File: src/rtl/reservation_station_if.sv
// Bundle of decode, writeback-broadcast and issue-port signals around the reservation station.
// master = surrounding pipeline, slave = reservation station.
interface reservation_station_if #(
  parameter int DEPTH = 4
);
  localparam int CW = $clog2(DEPTH) + 1;

  logic          flush;
  logic          in_valid;
  logic          in_ready;
  logic [116:0]  in_inst;
  logic [4:0]    in_rs1;
  logic [4:0]    in_rs2;
  logic          in_md_valid;
  logic          wb_valid;
  logic          wb_fp;
  logic [4:0]    wb_addr;
  logic [31:0]   wb_data;
  logic          out_valid;
  logic          out_ready;
  logic [13:0]   out_ctrl;
  logic [31:0]   out_op1;
  logic [31:0]   out_op2;
  logic [31:0]   out_memdata;
  logic [4:0]    out_rd;
  logic [CW-1:0] count;

  modport master (
    output flush, in_valid, in_inst, in_rs1, in_rs2, in_md_valid,
           wb_valid, wb_fp, wb_addr, wb_data, out_ready,
    input  in_ready, out_valid, out_ctrl, out_op1, out_op2, out_memdata, out_rd, count
  );

  modport slave (
    input  flush, in_valid, in_inst, in_rs1, in_rs2, in_md_valid,
           wb_valid, wb_fp, wb_addr, wb_data, out_ready,
    output in_ready, out_valid, out_ctrl, out_op1, out_op2, out_memdata, out_rd, count
  );
endinterface

File: src/rtl/reservation_station.sv
// Compacting age-ordered reservation station: captures operands from the writeback bus
// by source-register tag and issues the oldest ready entry.
module reservation_station #(
  parameter int DEPTH = 4
) (
  input logic                  clk,
  input logic                  rst_n,
  reservation_station_if.slave bus
);
  localparam int IW = $clog2(DEPTH);
  localparam int CW = $clog2(DEPTH) + 1;

  typedef struct packed {
    logic [13:0] ctrl;
    logic [4:0]  rd;
    logic [31:0] op1;
    logic        op1_v;
    logic [4:0]  tag1;
    logic [31:0] op2;
    logic        op2_v;
    logic [4:0]  tag2;
    logic [31:0] md;
    logic        md_v;
  } entry_t;

  entry_t          ent_reg  [DEPTH];
  entry_t          ent_next [DEPTH];
  logic [DEPTH-1:0] v_reg;
  logic [DEPTH-1:0] v_next;
  logic [DEPTH-1:0] ready;
  logic [CW-1:0]   count_reg;
  logic [CW-1:0]   count_next;
  logic [CW-1:0]   wpos;
  logic [IW-1:0]   sel;
  logic            any_ready;
  logic            issue;
  logic            alloc;
  logic            space;
  logic            wb_hit;
  entry_t          new_ent;

  // Integer x0 is hardwired, so a broadcast to it is never a real producer.
  assign wb_hit = bus.wb_valid & ~(~bus.wb_fp & (bus.wb_addr == 5'd0));

  function automatic entry_t wake(entry_t e, logic hit, logic fp, logic [4:0] addr,
                                  logic [31:0] data);
    entry_t r;
    r = e;
    if (hit && (fp == e.ctrl[13])) begin
      if (!e.op1_v && (e.tag1 == addr)) begin
        r.op1   = data;
        r.op1_v = 1'b1;
      end
      if (!e.op2_v && (e.tag2 == addr)) begin
        r.op2   = data;
        r.op2_v = 1'b1;
      end
      if (!e.md_v && (e.tag2 == addr)) begin
        r.md   = data;
        r.md_v = 1'b1;
      end
    end
    return r;
  endfunction

  always_comb begin
    new_ent       = '0;
    new_ent.md    = bus.in_inst[116:85];
    new_ent.ctrl  = bus.in_inst[84:71];
    new_ent.op2   = bus.in_inst[70:39];
    new_ent.op2_v = bus.in_inst[38];
    new_ent.op1   = bus.in_inst[37:6];
    new_ent.op1_v = bus.in_inst[5];
    new_ent.rd    = bus.in_inst[4:0];
    new_ent.tag1  = bus.in_rs1;
    new_ent.tag2  = bus.in_rs2;
    new_ent.md_v  = bus.in_inst[77] ? bus.in_md_valid : 1'b1;
  end

  for (genvar gi = 0; gi < DEPTH; gi++) begin : g_ready
    assign ready[gi] = v_reg[gi] & ent_reg[gi].op1_v & ent_reg[gi].op2_v & ent_reg[gi].md_v;
  end

  always_comb begin
    sel = '0;
    for (int i = DEPTH - 1; i >= 0; i--) begin
      if (ready[i]) sel = IW'(i);
    end
  end

  assign any_ready = |ready;
  assign space     = (count_reg < CW'(DEPTH));
  assign issue     = any_ready & bus.out_ready;
  assign alloc     = bus.in_valid & space;
  assign wpos      = count_reg - {{(CW-1){1'b0}}, issue};
  assign count_next = count_reg + {{(CW-1){1'b0}}, alloc} - {{(CW-1){1'b0}}, issue};

  // Each slot takes its upper neighbour when the issued entry sits at or below it.
  for (genvar gi = 0; gi < DEPTH; gi++) begin : g_ent
    entry_t src_ent;
    logic   src_v;
    logic   take_upper;
    logic   write_here;

    assign take_upper = issue && (IW'(gi) >= sel);
    assign write_here = alloc && (wpos == CW'(gi));

    if (gi < DEPTH - 1) begin : g_mid
      assign src_ent = take_upper ? ent_reg[gi+1] : ent_reg[gi];
      assign src_v   = take_upper ? v_reg[gi+1]   : v_reg[gi];
    end else begin : g_top
      assign src_ent = ent_reg[gi];
      assign src_v   = take_upper ? 1'b0 : v_reg[gi];
    end

    assign ent_next[gi] = wake(write_here ? new_ent : src_ent, wb_hit, bus.wb_fp,
                               bus.wb_addr, bus.wb_data);
    assign v_next[gi]   = write_here | src_v;
  end

  always_ff @(posedge clk or negedge rst_n) begin
    if (!rst_n) begin
      v_reg     <= '0;
      count_reg <= '0;
    end else if (bus.flush) begin
      v_reg     <= '0;
      count_reg <= '0;
    end else begin
      v_reg     <= v_next;
      count_reg <= count_next;
    end
  end

  // Payloads are qualified by v_reg, so they carry no reset.
  always_ff @(posedge clk) begin
    for (int i = 0; i < DEPTH; i++) begin
      ent_reg[i] <= ent_next[i];
    end
  end

  assign bus.in_ready    = space;
  assign bus.count       = count_reg;
  assign bus.out_valid   = any_ready;
  assign bus.out_ctrl    = any_ready ? ent_reg[sel].ctrl : '0;
  assign bus.out_op1     = any_ready ? ent_reg[sel].op1  : '0;
  assign bus.out_op2     = any_ready ? ent_reg[sel].op2  : '0;
  assign bus.out_memdata = any_ready ? ent_reg[sel].md   : '0;
  assign bus.out_rd      = any_ready ? ent_reg[sel].rd   : '0;
endmodule

File: src/flat_wrapper.sv
// flat-port wrapper written by rule: the top's interface ports become plain ports
module reservation_station_flat 
#(
  parameter int DEPTH = 4
)
  (clk, rst_n, bus_flush, bus_in_valid, bus_in_inst, bus_in_rs1, bus_in_rs2, bus_in_md_valid, bus_wb_valid, bus_wb_fp, bus_wb_addr, bus_wb_data, bus_out_ready, bus_in_ready, bus_out_valid, bus_out_ctrl, bus_out_op1, bus_out_op2, bus_out_memdata, bus_out_rd, bus_count);
  reservation_station_if #(.DEPTH(DEPTH)) bus_i ();
  input logic clk;
  input logic rst_n;
  input wire logic [$bits(bus_i.flush)-1:0] bus_flush;
  input wire logic [$bits(bus_i.in_valid)-1:0] bus_in_valid;
  input wire logic [$bits(bus_i.in_inst)-1:0] bus_in_inst;
  input wire logic [$bits(bus_i.in_rs1)-1:0] bus_in_rs1;
  input wire logic [$bits(bus_i.in_rs2)-1:0] bus_in_rs2;
  input wire logic [$bits(bus_i.in_md_valid)-1:0] bus_in_md_valid;
  input wire logic [$bits(bus_i.wb_valid)-1:0] bus_wb_valid;
  input wire logic [$bits(bus_i.wb_fp)-1:0] bus_wb_fp;
  input wire logic [$bits(bus_i.wb_addr)-1:0] bus_wb_addr;
  input wire logic [$bits(bus_i.wb_data)-1:0] bus_wb_data;
  input wire logic [$bits(bus_i.out_ready)-1:0] bus_out_ready;
  output wire logic [$bits(bus_i.in_ready)-1:0] bus_in_ready;
  output wire logic [$bits(bus_i.out_valid)-1:0] bus_out_valid;
  output wire logic [$bits(bus_i.out_ctrl)-1:0] bus_out_ctrl;
  output wire logic [$bits(bus_i.out_op1)-1:0] bus_out_op1;
  output wire logic [$bits(bus_i.out_op2)-1:0] bus_out_op2;
  output wire logic [$bits(bus_i.out_memdata)-1:0] bus_out_memdata;
  output wire logic [$bits(bus_i.out_rd)-1:0] bus_out_rd;
  output wire logic [$bits(bus_i.count)-1:0] bus_count;
  assign bus_i.flush = bus_flush;
  assign bus_i.in_valid = bus_in_valid;
  assign bus_i.in_inst = bus_in_inst;
  assign bus_i.in_rs1 = bus_in_rs1;
  assign bus_i.in_rs2 = bus_in_rs2;
  assign bus_i.in_md_valid = bus_in_md_valid;
  assign bus_i.wb_valid = bus_wb_valid;
  assign bus_i.wb_fp = bus_wb_fp;
  assign bus_i.wb_addr = bus_wb_addr;
  assign bus_i.wb_data = bus_wb_data;
  assign bus_i.out_ready = bus_out_ready;
  assign bus_in_ready = bus_i.in_ready;
  assign bus_out_valid = bus_i.out_valid;
  assign bus_out_ctrl = bus_i.out_ctrl;
  assign bus_out_op1 = bus_i.out_op1;
  assign bus_out_op2 = bus_i.out_op2;
  assign bus_out_memdata = bus_i.out_memdata;
  assign bus_out_rd = bus_i.out_rd;
  assign bus_count = bus_i.count;
  reservation_station #(.DEPTH(DEPTH)) u_core (.clk(clk), .rst_n(rst_n), .bus(bus_i));
endmodule
File: config.mk
export PLATFORM = sky130hd
export DESIGN_NAME = reservation_station_flat
export DESIGN_NICKNAME = d
export VERILOG_FILES = /design/src/rtl/reservation_station_if.sv /design/src/rtl/reservation_station.sv /design/src/flat_wrapper.sv
export SDC_FILE = /design/constraint.sdc
export NUM_CORES = 2
export LEC_CHECK = 0
export ABC_AREA = 0
export BUFFER_PORTS_ARGS = -buffer_cell sky130_fd_sc_hd__buf_2
export CORE_ASPECT_RATIO = 1.75
export CORE_MARGIN = 2
export CORE_UTILIZATION = 60
export CTS_CLUSTER_DIAMETER = 120
export DETAILED_ROUTE_END_ITERATION = 6
export HOLD_SLACK_MARGIN = 0.02
export PLACE_DENSITY = 0.81
export SLEW_MARGIN = 20
export SYNTH_ARGS = -nofsm -noshare
export SYNTH_HDL_FRONTEND = slang
export SYNTH_SLANG_ARGS = --single-unit
File: constraint.sdc
create_clock -name clk -period 6.4 [get_ports clk]
set_input_delay 0.32 -clock clk [delete_from_list [all_inputs] [get_ports clk]]
set_output_delay 0.32 -clock clk [all_outputs]
set_load 0.005 [all_outputs]
==> metrics <==
number of failing hold endpoints at the final stage 0; RR Endpoint u_core.ent_reg[1][102]; worst hold slack 76.5 ps; routed via count divided by cell count 6.50; Final setup violation count 0; number of nets in the finished design 4091; number of violations reported at the end of detailed-routing iteration 0 about 3500; period utilisation layout between 70% and 80%; placed wire-length estimate between 60000 and 70000 um; Synth Area per Inst around 7.7 um^2; I/O Pins slightly below 300; maximum level of the CTS H-tree 2; Slew @ Worst Pin about 1200 ps; power density of the placed cells roughly 420 mW/mm^2; Setup crit start u_core.v_reg[0]; global-route congestion overflow total 0; GRT Total Usage between 30% and 40%; max FFs per register just over 500; net count after synthesis approximately 4000; mapped cell area roughly 0.030 mm^2; CTS clock-pin slew for the worst setup and hold paths 70 ps; Std-Cell Rows 108; CP Capture Point u_core.ent_reg[1][102]; placer congestion estimate 0.980; clock tree from TritonCTS done; number of nets with antenna violations after routing 0; Post-synth EDFFs 72; static leakage power 14.3 nW; Area growth, synth to finish 11.8%; Non-Filler Instances between 4000 and 5000; drt total wl a little over 100000 um; signal arrival time at the worst endpoint between 5000 and 6000 ps; post-synth cell types 62; floorplan die height 299 um; setup tns final 0 ps; largest net degree at the start of global routing 158; fill count about 4000; number of synthesis warnings 0; count of unresolved DRC violations after routing 0; Resize count post-CTS 0; cts bufs inserted 48; number of placed instances with taps included 4505; full die area approximately 0.052 mm^2; CTS sink count a little over 500; initial antenna violation count 14; share of layout cells above drive strength 1 between 15 and 20%; path type of the worst setup path reg -> reg; slack of the worst reg-to-reg path 1300 ps; number of iterations in the first detailed-routing pass 6; data required time at the worst endpoint approximately 6900 ps; result of the run finished, final reports clean; number of port buffers between 200 and 300; cell at the root of the clock tree clkbuf_16; peak supply drop around 0.29 mV; maximum clock frequency just under 0.2 GHz; ys flop type dfxtp_1; core area between 0.04 and 0.05 mm^2; worst skew pair latency roughly 600 ps; Worst Setup End Kind register; worst-case headroom to the max-slew limit roughly a quarter; number of register bits inferred by synthesis approximately 520; maximum fanout along the worst path 40; Post-Place Setup Slack around 1300 ps; clock buffer depth 3; first-pass GRT wire length about 160000 um; category of the worst setup path launch point register; share of synthesized area occupied by flip-flops and latches approximately 37%; HP Class in -> reg; MaxCap Viol Count 0; initial core utilization 60.5%; horizontal die dimension between 150 and 200 um; smallest setup slack after layout 1300 ps; RSZ-0062 raised after global routing no; cell depth of the worst flop-to-flop path 14; post-route clock skew ~29 ps; average wire per standard cell between 20 and 25 um; post-layout min period approximately 5000 ps; R2R Path Start u_core.v_reg[0]; total number of vias approximately 30000; Post-synth ARST share ~1.3%; via count of the first global-routing pass 28860; max-slew violation count 0; Mapped Cells 3855; number of instances on the worst hold path 3
-- kinds of logic (layout without fill, tap and decap cells) --
family          count (synthesis)  in the layout  share of synthesized area (%)
xor+xnor                       24             24                          0.704
buf+inv                       389            489                           5.08
simple gates                 1798           1798                           24.5
other cells                     0             19                              0
fa+ha+maj                       4              4                          0.193
mux                           424            424                           15.9
flops                         519            519                           37.3
compound gates                697            697                           16.3
-- cells in the final DEF, fill, tap and decap left out, types with 23 or more instances in the layout --
| master | instances |
|---|---|
| o21ai_0 | 69 |
| a31oi_1 | 295 |
| edfxtp_1 | 72 |
| buf_4 | 48 |
| nand2_1 | 1260 |
| a311oi_1 | 116 |
| nor2_1 | 315 |
| buf_2 | 291 |
| inv_1 | 34 |
| a21oi_1 | 26 |
| dfxtp_1 | 440 |
| mux2_1 | 215 |
| a211oi_1 | 120 |
| mux2i_1 | 28 |
| clkbuf_16 | 50 |
| xnor2_1 | 23 |
| and2_1 | 123 |
| mux2_2 | 180 |
-- layout make-up --
class	instances	area (um^2)	area share, %
Antenna cell	19	47.5	0.143
Inverter	35	134	0.401
Clock inverter	22	250	0.750
Clock buffer	68	1420	4.25
Timing Repair Buffer	364	2120	6.35
Sequential cell	519	11100	33.4
Tap cell	660	826	2.48
Multi-Input combinational cell	2947	17400	52.2
-- per-stage QoR --
stage,instance area [um^2],total power [mW],utilization (%)
6_report,33400,14.1,67.6
5_1_grt,33300,14.9,67.6
4_1_cts,33300,14.0,67.5
3_5_place_dp,31400,10.9,63.7
3_3_place_gp,31400,10.7,63.7
2_1_floorplan,29800,9.56,-
-- power by group --
part / switching [mW] / total, mW / internal [mW]
logic: 2.73 / 5.15 / 2.43
registers: 1.03 / 5.90 / 4.87
clock network: 1.34 / 3.09 / 1.75
-- worst max-delay path: stages, from the launching register on --
cell and delay (ps):
dfrtp_1 380, nand4_2 330, a41oi_2 380, nand2b_1 150
ha_1 350, nor4b_2 430, nand2b_1 160, mux2i_4 520
buf_4 470, mux2_2 420, xnor2_1 130, nor4_1 430
nand3_2 130, buf_4 320, mux2_2 350
-- cell usage after synthesis, types with 12 or more instances --
cell type | number | share of area, %
dfxtp_1 | 440 | 30
inv_1 | 32 | 0.40
mux2i_1 | 28 | 0.94
a211oi_1 | 120 | 3.0
o211ai_1 | 12 | 0.30
nand2_1 | 1269 | 16
and2_1 | 124 | 2.6
nor2_1 | 319 | 4.0
edfxtp_1 | 72 | 7.2
nand3_1 | 18 | 0.30
o21ai_0 | 69 | 1.2
buf_1 | 24 | 0.30
a31oi_1 | 296 | 6.2
nor3_1 | 17 | 0.29
mux2_2 | 180 | 6.8
clkbuf_1 | 288 | 3.6
a21oi_1 | 26 | 0.44
mux2_1 | 215 | 8.1
a311oi_1 | 116 | 3.4
buf_2 | 41 | 0.69
xnor2_1 | 24 | 0.70
-- what timing repair did --
action / CTS / global route
hold buffers: 20 / 0
buffers inserted: 0 / 0
endpoints found under the hold margin: 31 / 0
-- per-layer routing --
layer / up-vias / global-route usage [%] / part of all wire (%)
met2: 1884 / 64.4 / 48
met5: - / 0 / 0.0068
met3: 459 / 6.33 / 9.9
met4: 2 / 26.2 / 6.8
li1: 13478 / - / -
met1: 14307 / 44.1 / 36
-- worst min path at each step --
stage / start / end / slack (ps)
2_1_floorplan: rst_n / u_core.bus.count[0] / 20
3_3_place_gp: rst_n / u_core.bus.count[2] / 170
3_5_place_dp: rst_n / u_core.bus.count[2] / 170
4_1_cts: bus_in_rs1[4] / u_core.ent_reg[2][75] / 60
5_1_grt: bus_in_rs2[2] / u_core.ent_reg[2][35] / 90
6_report: bus_in_rs1[4] / u_core.ent_reg[2][75] / 80
No activity file was read; power rests on OpenSTA's default activity.
